## src/rtl/jtag_tap_target.sv

```systemverilog
// jtag_tap_target
// ---------------------------------------------------------------------------
// Target-side JTAG TAP responder. TCK/TMS/TDI are oversampled in the CLK
// domain; every TAP action happens on a single-CLK strobe derived from the
// synchronised TCK edges. Implements the IEEE 1149.1 16-state controller, an
// IR_LEN-bit instruction register, BYPASS, IDCODE and one user data register
// with a parallel capture/update interface.
//
// Ports
//   CLK               system clock, must run at least 8x TCK
//   RESET             synchronous, active-high reset
//   TCK, TMS, TDI     asynchronous JTAG pins from the master
//   TDO               test data out (0 whenever TDO_OE is low)
//   TDO_OE            high while in Shift-IR / Shift-DR
//   USR_CAPTURE_DATA  parallel value loaded into the user DR at Capture-DR
//   USR_CAPTURE       one-CLK pulse when USR_CAPTURE_DATA is sampled
//   USR_UPDATE_DATA   last user DR value committed at Update-DR
//   USR_UPDATE_VALID  one-CLK pulse when USR_UPDATE_DATA is written
//   TAP_STATE         current TAP state (same encoding as the master PHY)
//   IR_OUT            active instruction
// ---------------------------------------------------------------------------
module jtag_tap_target #(
  parameter int                IR_LEN     = 4,
  parameter logic [31:0]       IDCODE_VAL = 32'h1BA01477,
  parameter logic [IR_LEN-1:0] IDCODE_IR  = 4'hE,
  parameter logic [IR_LEN-1:0] USER_IR    = 4'hA,
  parameter int                USER_DR_W  = 35
) (
  input  logic                 CLK,
  input  logic                 RESET,
  input  logic                 TCK,
  input  logic                 TMS,
  input  logic                 TDI,
  output logic                 TDO,
  output logic                 TDO_OE,
  input  logic [USER_DR_W-1:0] USR_CAPTURE_DATA,
  output logic                 USR_CAPTURE,
  output logic [USER_DR_W-1:0] USR_UPDATE_DATA,
  output logic                 USR_UPDATE_VALID,
  output logic [3:0]           TAP_STATE,
  output logic [IR_LEN-1:0]    IR_OUT
);

  // TAP state encoding shared with the master PHY: IR states are the DR
  // states with bit 3 set.
  typedef enum logic [3:0] {
    ST_IDLE      = 4'b0000,
    ST_SEL_DR    = 4'b0001,
    ST_SHIFT_DR  = 4'b0010,
    ST_UPDATE_DR = 4'b0011,
    ST_CAP_DR    = 4'b0100,
    ST_EXIT1_DR  = 4'b0101,
    ST_PAUSE_DR  = 4'b0110,
    ST_EXIT2_DR  = 4'b0111,
    ST_RESET     = 4'b1000,
    ST_SEL_IR    = 4'b1001,
    ST_SHIFT_IR  = 4'b1010,
    ST_UPDATE_IR = 4'b1011,
    ST_CAP_IR    = 4'b1100,
    ST_EXIT1_IR  = 4'b1101,
    ST_PAUSE_IR  = 4'b1110,
    ST_EXIT2_IR  = 4'b1111
  } tap_state_t;

  // ------------------------------------------------------------------------
  // Pin synchronisers: bit 0 = TCK, bit 1 = TMS, bit 2 = TDI.
  // TMS resets high so a reset never looks like a TMS=0 request.
  // ------------------------------------------------------------------------
  localparam logic [2:0] SYNC_RST = 3'b010;

  logic [2:0] pin_vec;
  assign pin_vec = {TDI, TMS, TCK};

  for (genvar gi = 0; gi < 3; gi++) begin : g_sync
    logic s1_reg;
    logic s2_reg;
    always_ff @(posedge CLK) begin
      if (RESET) begin
        s1_reg <= SYNC_RST[gi];
        s2_reg <= SYNC_RST[gi];
      end else begin
        s1_reg <= pin_vec[gi];
        s2_reg <= s1_reg;
      end
    end
  end

  logic tck_s2;
  logic tms_s2;
  logic tdi_s2;
  logic tck3_reg;
  logic tck_rise;
  logic tck_fall;

  assign tck_s2 = g_sync[0].s2_reg;
  assign tms_s2 = g_sync[1].s2_reg;
  assign tdi_s2 = g_sync[2].s2_reg;

  always_ff @(posedge CLK) begin
    if (RESET) tck3_reg <= 1'b0;
    else       tck3_reg <= tck_s2;
  end

  // TMS/TDI share TCK's synchroniser depth, so sampling stage 2 on the
  // rise strobe sees the values that were stable around the pin edge.
  assign tck_rise = tck_s2 & ~tck3_reg;
  assign tck_fall = ~tck_s2 & tck3_reg;

  // ------------------------------------------------------------------------
  // TAP controller
  // ------------------------------------------------------------------------
  tap_state_t state_reg;
  tap_state_t state_next;

  always_ff @(posedge CLK) begin
    if (RESET) state_reg <= ST_RESET;
    else       state_reg <= state_next;
  end

  always_comb begin
    state_next = state_reg;
    if (tck_rise) begin
      case (state_reg)
        ST_RESET:     state_next = tms_s2 ? ST_RESET     : ST_IDLE;
        ST_IDLE:      state_next = tms_s2 ? ST_SEL_DR    : ST_IDLE;
        ST_SEL_DR:    state_next = tms_s2 ? ST_SEL_IR    : ST_CAP_DR;
        ST_SEL_IR:    state_next = tms_s2 ? ST_RESET     : ST_CAP_IR;
        ST_CAP_DR:    state_next = tms_s2 ? ST_EXIT1_DR  : ST_SHIFT_DR;
        ST_SHIFT_DR:  state_next = tms_s2 ? ST_EXIT1_DR  : ST_SHIFT_DR;
        ST_EXIT1_DR:  state_next = tms_s2 ? ST_UPDATE_DR : ST_PAUSE_DR;
        ST_PAUSE_DR:  state_next = tms_s2 ? ST_EXIT2_DR  : ST_PAUSE_DR;
        ST_EXIT2_DR:  state_next = tms_s2 ? ST_UPDATE_DR : ST_SHIFT_DR;
        ST_UPDATE_DR: state_next = tms_s2 ? ST_SEL_DR    : ST_IDLE;
        ST_CAP_IR:    state_next = tms_s2 ? ST_EXIT1_IR  : ST_SHIFT_IR;
        ST_SHIFT_IR:  state_next = tms_s2 ? ST_EXIT1_IR  : ST_SHIFT_IR;
        ST_EXIT1_IR:  state_next = tms_s2 ? ST_UPDATE_IR : ST_PAUSE_IR;
        ST_PAUSE_IR:  state_next = tms_s2 ? ST_EXIT2_IR  : ST_PAUSE_IR;
        ST_EXIT2_IR:  state_next = tms_s2 ? ST_UPDATE_IR : ST_SHIFT_IR;
        ST_UPDATE_IR: state_next = tms_s2 ? ST_SEL_DR    : ST_IDLE;
        default:      state_next = ST_RESET;
      endcase
    end
  end

  // ------------------------------------------------------------------------
  // Instruction decode; anything that is not IDCODE or USER is BYPASS.
  // ------------------------------------------------------------------------
  logic [IR_LEN-1:0] ir_reg;
  logic              sel_id;
  logic              sel_user;

  assign sel_id   = (ir_reg == IDCODE_IR);
  assign sel_user = (ir_reg == USER_IR);

  // ------------------------------------------------------------------------
  // Shift registers. Each DR has its own register so PAUSE simply means
  // "no strobe reaches the shifter" and the bitstream resumes intact.
  // ------------------------------------------------------------------------
  logic [IR_LEN-1:0]    ir_sr;
  logic [31:0]          id_sr;
  logic [USER_DR_W-1:0] user_sr;
  logic                 byp_sr;

  always_ff @(posedge CLK) begin
    if (RESET) begin
      ir_sr   <= '0;
      id_sr   <= '0;
      user_sr <= '0;
      byp_sr  <= 1'b0;
    end else if (tck_rise) begin
      case (state_reg)
        ST_CAP_IR:   ir_sr <= IR_LEN'(2'b01);
        ST_SHIFT_IR: ir_sr <= {tdi_s2, ir_sr[IR_LEN-1:1]};
        ST_CAP_DR: begin
          if (sel_id)        id_sr   <= IDCODE_VAL;
          else if (sel_user) user_sr <= USR_CAPTURE_DATA;
          else               byp_sr  <= 1'b0;
        end
        ST_SHIFT_DR: begin
          if (sel_id)        id_sr   <= {tdi_s2, id_sr[31:1]};
          else if (sel_user) user_sr <= {tdi_s2, user_sr[USER_DR_W-1:1]};
          else               byp_sr  <= tdi_s2;
        end
        default: ;
      endcase
    end
  end

  // ------------------------------------------------------------------------
  // Active instruction: reloaded with IDCODE whenever the controller is
  // heading into Test-Logic-Reset, committed from ir_sr on Update-IR fall.
  // ------------------------------------------------------------------------
  always_ff @(posedge CLK) begin
    if (RESET) begin
      ir_reg <= IDCODE_IR;
    end else if (tck_rise && (state_next == ST_RESET)) begin
      ir_reg <= IDCODE_IR;
    end else if (tck_fall && (state_reg == ST_UPDATE_IR)) begin
      ir_reg <= ir_sr;
    end
  end

  // ------------------------------------------------------------------------
  // TDO launches on the falling edge so the master can sample on the rise.
  // ------------------------------------------------------------------------
  logic shifting;
  logic sel_lsb;

  always_comb begin
    shifting = (state_reg == ST_SHIFT_IR) || (state_reg == ST_SHIFT_DR);
    sel_lsb  = byp_sr;
    if (state_reg == ST_SHIFT_IR) sel_lsb = ir_sr[0];
    else if (sel_id)              sel_lsb = id_sr[0];
    else if (sel_user)            sel_lsb = user_sr[0];
  end

  logic tdo_reg;
  logic tdo_oe_reg;

  always_ff @(posedge CLK) begin
    if (RESET) begin
      tdo_reg    <= 1'b0;
      tdo_oe_reg <= 1'b0;
    end else if (tck_fall) begin
      tdo_oe_reg <= shifting;
      tdo_reg    <= shifting & sel_lsb;
    end
  end

  // ------------------------------------------------------------------------
  // User capture/update handshake
  // ------------------------------------------------------------------------
  logic                 usr_capture_reg;
  logic                 usr_update_valid_reg;
  logic [USER_DR_W-1:0] usr_update_data_reg;
  logic                 do_update;

  assign do_update = tck_fall && (state_reg == ST_UPDATE_DR) && sel_user;

  always_ff @(posedge CLK) begin
    if (RESET) begin
      usr_capture_reg      <= 1'b0;
      usr_update_valid_reg <= 1'b0;
      usr_update_data_reg  <= '0;
    end else begin
      // Pulses in the same CLK that user_sr samples USR_CAPTURE_DATA.
      usr_capture_reg      <= tck_rise && (state_reg == ST_CAP_DR) && sel_user;
      usr_update_valid_reg <= do_update;
      if (do_update) usr_update_data_reg <= user_sr;
    end
  end

  assign TDO              = tdo_reg;
  assign TDO_OE           = tdo_oe_reg;
  assign USR_CAPTURE      = usr_capture_reg;
  assign USR_UPDATE_VALID = usr_update_valid_reg;
  assign USR_UPDATE_DATA  = usr_update_data_reg;
  assign TAP_STATE        = state_reg;
  assign IR_OUT           = ir_reg;

endmodule

```

## config.mk

```make
export PLATFORM = sky130hd
export DESIGN_NAME = jtag_tap_target
export DESIGN_NICKNAME = d
export VERILOG_FILES = /design/src/rtl/jtag_tap_target.sv
export SDC_FILE = /design/constraint.sdc
export NUM_CORES = 1
export LEC_CHECK = 0
export CAP_MARGIN = 0
export CORE_AREA = 3 3 115 117
export CTS_CLUSTER_DIAMETER = 50
export DETAILED_ROUTE_END_ITERATION = 12
export DIE_AREA = 0 0 118 120
export GPL_TIMING_DRIVEN = 0
export HOLD_SLACK_MARGIN = 0.03
export PLACE_DENSITY_LB_ADDON = 0.25
export SYNTH_ARGS = -nofsm -noshare
export SYNTH_HDL_FRONTEND = slang
export SYNTH_SLANG_ARGS = --single-unit
```

## constraint.sdc

```tcl
create_clock -name CLK -period 1.75 [get_ports CLK]
set_clock_uncertainty 0.2 [all_clocks]
set_input_delay 0.2625 -clock CLK [delete_from_list [all_inputs] [get_ports CLK]]
set_output_delay 0.2625 -clock CLK [all_outputs]
set_load 0.02 [all_outputs]
```

==> results.py <==
metrics = {
    "status": {
        "outcome": "complete, but fails checks",
        "violations": "setup timing",
    },
    "synth": {
        "area_share_of_xor_xnor_cells_in_the_synthesized_design": 0.00293,
        "ys_warn_count": 0,
        "synth-edff-count": 0,
        "synthAdderAreaFrac": 0.00167,
        "async_flop_share": 0,
        "synth_simple_gate_area_share": 0.241,
        "post_synthesis_compound_gate_area_fraction": 0.155,
        "postSynthCellCount": 620,
        "seq_area_frac_synth": 0.421,
        "post_synth_mux_area_share": 0.114,
        "ys_top_cells_by_count": "dfxtp_1, nand2b_1, nand2_1, mux2i_1, a31oi_1",
        "synth_fp_nets": 660,
        "synth.most_common_cell": "dfxtp_1",
        "synthesis.area_mm2": 0.00599,
        "ys_dominant_reg_cell": "dfxtp_1",
        "yosysUniqueCellTypes": 48,
        "synth_top_family_by_area": "simple AND/OR/NAND/NOR gates",
        "synth_area_leaders": "dfxtp_1, mux2i_1, nand2b_1",
        "synth-seq-cells": 126,
        "post_synthesis_mean_instance_area_um2": 9.66,
        "synth_largest_type_area_fraction": 0.421,
        "post-synth-top-area-cell": "dfxtp_1",
    },
    "layout": {
        "layout.cells.non_filler": 959,
        "antenna_cells_inserted": 0,
        "design_area_mm2": 0.00902,
        "drive_gt1_frac": 0.292,
        "syn2layout_area_growth_pct": 50.7,
        "finish.net_count": 815,
        "final_core_utilization": 0.724,
    },
    "worst_setup_path": {
        "rrSetupSlack_ps": -150,
        "worst_stage_delay_on_the_critical_path_ps": 580,
        "worst_ep_required_time_ps": 1850,
        "rr_worst_depth": 5,
        "crit_path_end_kind": "register",
        "startpoint_type": "register",
        "cp_slowest_cell": "or4b_4",
        "worstReg2RegEnd": "id_sr[0]$_SDFFE_PP0P_",
        "crit_path_cell_chain": "or4b_4 > buf_12 > buf_8 > o21bai_1 > mux2i_1",
        "reg_to_reg_start": "TAP_STATE[2]$_SDFF_PP0_",
        "arrival_ps": 2000,
        "critPathMaxFanout": 10,
        "worst-setup-path-type": "register to register",
    },
    "floorplan": {
        "fp.dieH_um": 120,
        "floorplan.io_pins": 87,
        "die_width_um": 118,
        "die-area_mm2": 0.0142,
        "core_box_area_mm2": 0.0125,
        "core.rowCount": 41,
        "start_util": 0.480,
    },
    "min_path": {
        "hold_path.class": "input pin to register",
        "instance_count_along_the_most_critical_hold_path": 3,
        "worst_hold_endpoint": "id_sr[31]$_SDFFE_PP0P_",
        "timing.hold.worst.start": "RESET",
    },
    "global_routing": {
        "grt_pass1_wl_mm": 27.0,
        "grt.total_usage": 0.239,
        "grt_pass1_vias": 5208,
        "globalRoute.totalOverflow": 0,
        "antenna_found_initial": 0,
        "grt_max_degree": 17,
    },
    "cts": {
        "ctsLongestPathBuffers": 2,
        "cts.htree.levels": 4,
        "insertion_delay_ps": 430,
        "post_cts_hold_buffer_count": 0,
        "clock_sink_count": 126,
        "cts-root-buf": "clkbuf_16",
        "path_clk_slew_ps": 60,
        "clock_buffer_count_from_cts": 17,
        "clock_tree_from_tritoncts": "built",
    },
    "placed_design": {
        "post-place-ws_ps": -299,
        "final_weighted_congestion_in_routability_driven_placement": 0.829,
        "number_of_i_o_port_buffers": 85,
        "dpl-instance-area_mm2": 0.00710,
        "place.detailed.instances": 877,
        "hpwl_reported_at_the_end_of_detailed_placement_mm": 9.97,
    },
    "sta": {
        "drv_slew": 0,
        "grt_setup_unrepaired": "true",
        "final_period_minus_worst_setup_slack_ps": 1900,
        "timing.final.ws_setup_ps": -151,
        "hold_viol": 0,
        "max_freq_ghz": 0.526,
        "worstMarginPinSlew_ps": 830,
        "timing.hold.ws_ps": 85.1,
        "setup-violations-final": 67,
        "max_slew_margin": 0.447,
        "setup-tns-final_ps": -4640,
        "timing.final.crit_share": 1.09,
    },
    "route": {
        "remaining_drc_errors": 0,
        "drt-pass1-iter-count": 5,
        "viasPerCell": 5.73,
        "antenna_left": 0,
        "wl_per_cell_um": 19.5,
        "initialDrtViolationCount": 500,
        "vias": 5499,
        "routed_wl_mm": 18.7,
    },
    "pwr": {
        "max-vdd-ir-drop_mv": 0.725,
        "totalPowerFinal_mw": 6.78,
        "static-leakage-power_nw": 3.31,
        "powerDensity_mw_per_mm2": 752,
    },
    "run": {
        "max_cap_violations": 0,
    },
}
-- repair_timing --
| action | in CTS | in global routing |
|---|---|---|
| setup endpoints to repair | 144 | 105 |
| gates cloned | 13 | 5 |
| gates resized for setup | 200 | 57 |
| pin swaps | 79 | 22 |
| setup buffers | 24 | 15 |
-- worst max-delay path by stage --
stage	from	to	slack, ps	depth (start not counted)
2_1_floorplan	TAP_STATE[0]$_SDFF_PP0_	user_sr[13]$_SDFFE_PP0P_	-40	6
3_3_place_gp	RESET	user_sr[16]$_SDFFE_PP0P_	-270	5
3_5_place_dp	RESET	user_sr[15]$_SDFFE_PP0P_	-300	5
4_1_cts	TAP_STATE[0]$_SDFF_PP0_	id_sr[19]$_SDFFE_PP0P_	-130	6
5_1_grt	TAP_STATE[3]$_SDFF_PP1_	id_sr[0]$_SDFFE_PP0P_	-200	7
6_report	TAP_STATE[2]$_SDFF_PP0_	id_sr[0]$_SDFFE_PP0P_	-150	5
-- worst max-delay path, delay by kind of cell (launching register included) --
family,cells,cell delay [ps]
and+or+nand+nor,1,580
buffers and inverters,2,330
DFF,1,360
AOI/OAI and AO/OA,1,160
muxes,1,140
-- area by class of cell --
cell class	instances	area [um^2]
Multi-Input combinational cell	432	3540
Fill cell	858	3440
Clock buffer	26	519
Tap cell	172	215
Timing Repair Buffer	140	1550
Inverter	2	10.0
Sequential cell	126	2550
Clock inverter	5	76.3
Buffer	56	571
-- cell usage in the layout, fill, tap and decap left out, drive strengths merged, types with 2 or more instances in the layout --
| cell | Yosys | final |
|---|---|---|
| dfxtp | 126 | 126 |
| nand2b | 107 | 107 |
| buf | 40 | 85 |
| nand2 | 74 | 74 |
| mux2i | 68 | 68 |
| clkbuf | 20 | 52 |
| dlygate4sd2 | 0 | 46 |
| clkdlybuf4s50 | 0 | 38 |
| a31oi | 37 | 37 |
| a311oi | 35 | 35 |
| or2 | 19 | 19 |
| o21bai | 15 | 15 |
| o21ai | 10 | 10 |
| nor2b | 9 | 9 |
| nand3 | 8 | 8 |
| nand3b | 6 | 6 |
| a21oi | 5 | 5 |
| nand4 | 4 | 4 |
| a21o | 3 | 3 |
| nor3 | 3 | 3 |
| inv | 2 | 3 |
| nor4b | 2 | 2 |
| nor4 | 2 | 2 |
| bufinv | 0 | 2 |
| clkinv | 0 | 2 |
| and3b | 2 | 2 |
| and4 | 2 | 2 |
| nor2 | 2 | 2 |
| or3 | 2 | 2 |
-- routing by layer --
metal,track usage,wire length (um)
met5,0,0
met2,0.403,9520
met1,0.293,7530
met3,0.0594,1100
met4,0.0938,580
-- where the power goes --
group          internal (mW)  switching, mW
clock                   2.31           1.28
sequential              2.87        0.00842
combinational          0.167          0.148
total                   5.35           1.43
-- cell families (layout without fill, tap and decap cells) --
group / after synthesis / count (layout)
AND/OR/NAND/NOR: 249 / 249
buffers and inverters: 62 / 229
AO/OA/AOI/OAI: 112 / 112
XOR/XNOR: 2 / 2
multiplexers: 68 / 68
adder cells (fa/ha/maj): 1 / 1
flip-flops: 126 / 126
(Power assumes the default switching activity.)
